## src/rtl/branch_comp.sv

```systemverilog
// Branch comparator for the RV32I datapath.
// Reports registered equality and less-than flags for rs1/rs2 to branch
// control. BrUn selects unsigned (1) or two's-complement signed (0) ordering.
module branch_comp #(
  parameter int unsigned WIDTH = 32
) (
  input  logic             clk,
  input  logic             rst_n,
  input  logic [WIDTH-1:0] operand_0,
  input  logic [WIDTH-1:0] operand_1,
  input  logic             BrUn,
  output logic             BrEq,
  output logic             BrLT
);

  // Zero-extended difference: the top bit is the unsigned borrow and bit
  // WIDTH-1 is the sign of the WIDTH-bit difference.
  logic [WIDTH:0] diff;
  logic           signsDiffer;
  logic           ltUnsigned;
  logic           ltSigned;
  logic           eqNext;
  logic           ltNext;

  // Combinational compare feeding the two flag flops.
  always_comb begin
    diff        = {1'b0, operand_0} - {1'b0, operand_1};
    signsDiffer = operand_0[WIDTH-1] ^ operand_1[WIDTH-1];
    ltUnsigned  = diff[WIDTH];
    // With differing signs the negative operand is the smaller one; with equal
    // signs the subtraction cannot overflow, so its sign bit is exact.
    ltSigned    = signsDiffer ? operand_0[WIDTH-1] : diff[WIDTH-1];
    eqNext      = ~|(operand_0 ^ operand_1);
    ltNext      = BrUn ? ltUnsigned : ltSigned;
  end

  // Register both flags; synchronous active-low reset clears them.
  always_ff @(posedge clk) begin
    if (!rst_n) begin
      BrEq <= 1'b0;
      BrLT <= 1'b0;
    end else begin
      BrEq <= eqNext;
      BrLT <= ltNext;
    end
  end

endmodule

```

## config.mk

```make
export PLATFORM = sky130hd
export DESIGN_NAME = branch_comp
export DESIGN_NICKNAME = d
export VERILOG_FILES = /design/src/rtl/branch_comp.sv
export SDC_FILE = /design/constraint.sdc
export NUM_CORES = 1
export LEC_CHECK = 0
export CORE_ASPECT_RATIO = 0.9
export CORE_MARGIN = 2
export CORE_UTILIZATION = 35
export DETAILED_ROUTE_END_ITERATION = 7
export DONT_BUFFER_PORTS = 1
export PLACE_DENSITY = 0.46
export SYNTH_ARGS = -nofsm -noshare
export SYNTH_HDL_FRONTEND = slang
export SYNTH_SLANG_ARGS = --single-unit
```

## constraint.sdc

```tcl
create_clock -name clk -period 5.97 [get_ports clk]
set_input_delay 1.194 -clock clk [delete_from_list [all_inputs] [get_ports clk]]
set_output_delay 1.194 -clock clk [all_outputs]
set_load 0.005 [all_outputs]
```

==> flow_summary_export.csv <==
group,metric,value,unit
outcome,outcome,"finished, final reports clean",
setup_path,setup.worst_path.start_class,"primary input",
routing,firstDrtPassIters,2,
hold_path,whs_endpoint,"BrLT$_SDFF_PN0_",
layout,final_common_cell,"inv_1",
yosys,yosys_warnings,0,
layout,final_layout_size_suffix_gt1_frac,0.0662,
routing,vias_per_cell,5.12,
hold_path,hold_start,"rst_n",
grt,grt_pass1_wl,3.87,mm
run,cap_violations,0,
power_and_ir_drop,p_int,65.9,uW
setup_path,end_kind,"flip-flop",
placement,dp_hpwl,2.05,mm
sta,relSlewSlack,0.802,
layout,mostFrequentLayoutCells,"inv_1 (33), ha_1 (32), a21oi_1 (15)",
yosys,avgSynthCellArea,7.24,um2
clock_network,hold_buffers,0,
layout,final_area,1150,um2
grt,grt_pass1_vias,983,
sta,worst_slew_pin_slew,296,ps
clock_network,post_cts.repair.setup_buffers,0,
routing,drt_iter0_drc,20,
clock_network,cts_buffer_depth,2,
routing,totalWireLength,2.18,mm
yosys,synth-edff-count,0,
sta,hold_violations,0,
power_and_ir_drop,p_comb_frac,0.592,
sta,period_needed,2960,ps
die,dieHeight,56.5,um
yosys,synth_seq_area_share,0.0374,
routing,ant_nets,0,
grt,gr-total-overflow,0,
grt,track_usage,0.133,
yosys,ys_types,32,
die,start_util,0.358,
setup_path,crit_fanout,4,
power_and_ir_drop,p_clk_frac,0.275,
grt,grt_max_degree,6,
die,die_area,3520,um2
die,die_w,62.3,um
clock_network,path_clk_slew,30,ps
power_and_ir_drop,swShare,0.405,
clock_network,cts_tree,"built",
power_and_ir_drop,total_power,111,uW
routing,drc,0,
clock_network,numCtsBuffers,3,
power_and_ir_drop,irDropWorstVdd,0.0308,mV
clock_network,cts_sinks,2,
yosys,synth_area,1070,um2
grt,antenna_found_initial,0,
yosys,async_flop_share,0,
die,rows,19,
routing,wl_per_cell,11.3,um
placement,gp_congestion,0.644,
sta,setup_viol,0,
power_and_ir_drop,p_per_area,96.6,nW/um2
yosys,synth_seq_cells,2,
layout,fin_nets,253,
power_and_ir_drop,p_leak,0.615,nW
clock_network,htreeDepth,1,
yosys,synth_flop_cell,"dfxtp_1",
sta,max_freq,338,MHz
layout,syn_to_final_growth,7.01,%
setup_path,critPathArrivalTime,3070,ps
die,io_pins,69,
routing,num_vias,989,
sta,slew_violations,0,
layout,antenna_cells,0,
hold_path,hp-class,"in -> reg",
power_and_ir_drop,pwr-share-seq,0.132,
yosys,syn-num-nets,248,
setup_path,required,6080,ps
sta,finalCritPeriodShare,0.496,
placement,placed_cell_area,1120,um2
sta,rsz0062_at_grt,"false",
yosys,synth_cells,148,
layout,nFillCells,348,
power_and_ir_drop,power_switching,44.8,uW
clock_network,clock-root-buffer,"clkbuf_4",
hold_path,hold_depth,2,
placement,port_buffers,0,
die,core_area,3000,um2
sta,fin_tns_setup,0,ps
clock_network,cts_resized,0,
setup_path,crit_type,"in -> reg",
-- layout make-up --
| type | count | area (um2) | area share |
|---|---|---|---|
| flip-flops and latches | 2 | 40.0 | 0.0349 |
| clock buffers | 3 | 22.5 | 0.0197 |
| inverters | 33 | 124 | 0.108 |
| multi-input cells | 113 | 907 | 0.791 |
| well taps | 42 | 52.6 | 0.0459 |
-- flip-flops by register name (all words and copies together), names as in the netlist --
register,cells
BrLT,1
BrEq,1
-- per-stage QoR --
step / hold WS (ps) / cells / setup WS (ps) / utilization
floorplan: 1340 / 148 / 2930 / -
global placement: 1350 / 190 / 2860 / 0.375
detailed placement: 1350 / 190 / 2760 / 0.375
CTS: 1110 / 193 / 3000 / 0.383
global route: 1110 / 193 / 2930 / 0.383
finish: 1120 / 193 / 3010 / 0.383
-- per-layer routing --
metal  part of all wire  up-vias  wire length, um  track usage
li1                   -      534                -            -
met1               0.47      419             1030        0.173
met2               0.48       34             1050        0.219
met3              0.038        2               82       0.0200
met4             0.0096        0               21       0.0571
met5                  0        -                0            0
-- how the worst max path moves through the flow --
stage	depth (start not counted)	endpoint	from	slack (ps)
after floorplan	9	BrLT$_SDFF_PN0_	operand_1[22]	2930
after global placement	10	BrLT$_SDFF_PN0_	operand_1[1]	2860
after detailed placement	10	BrLT$_SDFF_PN0_	operand_1[1]	2760
after CTS	10	BrLT$_SDFF_PN0_	operand_1[1]	3000
after global routing	9	BrLT$_SDFF_PN0_	operand_1[23]	2930
final	9	BrLT$_SDFF_PN0_	operand_1[22]	3010
-- Yosys cell counts, types with 3 or more instances --
master | instances | share of area
nand3_1 | 8 | 0.037
and3_1 | 3 | 0.018
nand2_1 | 12 | 0.042
nor2_1 | 5 | 0.018
ha_1 | 32 | 0.37
nand4_1 | 3 | 0.018
inv_1 | 33 | 0.12
a21oi_1 | 15 | 0.070
o21ai_0 | 6 | 0.028
a21o_1 | 4 | 0.028
-- power groups by stage --
stage | sequential (mW) | combinational [mW] | clock (mW)
after floorplan | 0.0146 | 0.0541 | 0
after global placement | 0.0149 | 0.0647 | 0
after detailed placement | 0.0149 | 0.0664 | 0
after CTS | 0.0147 | 0.0671 | 0.0324
after global routing | 0.0148 | 0.0784 | 0.0339
final | 0.0147 | 0.0656 | 0.0305
-- logic make-up (layout without fill, tap and decap cells) --
family / Yosys count / in the layout / synth area share
AO/OA/AOI/OAI: 38 / 38 / 0.239
adder cells (fa/ha/maj): 33 / 33 / 0.393
buffers and inverters: 33 / 36 / 0.116
flip-flops: 2 / 2 / 0.0374
AND/OR/NAND/NOR: 42 / 42 / 0.215
-- critical path, cell delays in order --
cell and delay, ps:
inv_1 20, ha_1 280, nand3_1 120, or3_4 430, a2111oi_2 360, nor3_1 120, fa_1 380, nand3b_1 100
o31ai_1 60
Note: power is estimated with default switching activity, not from simulation.
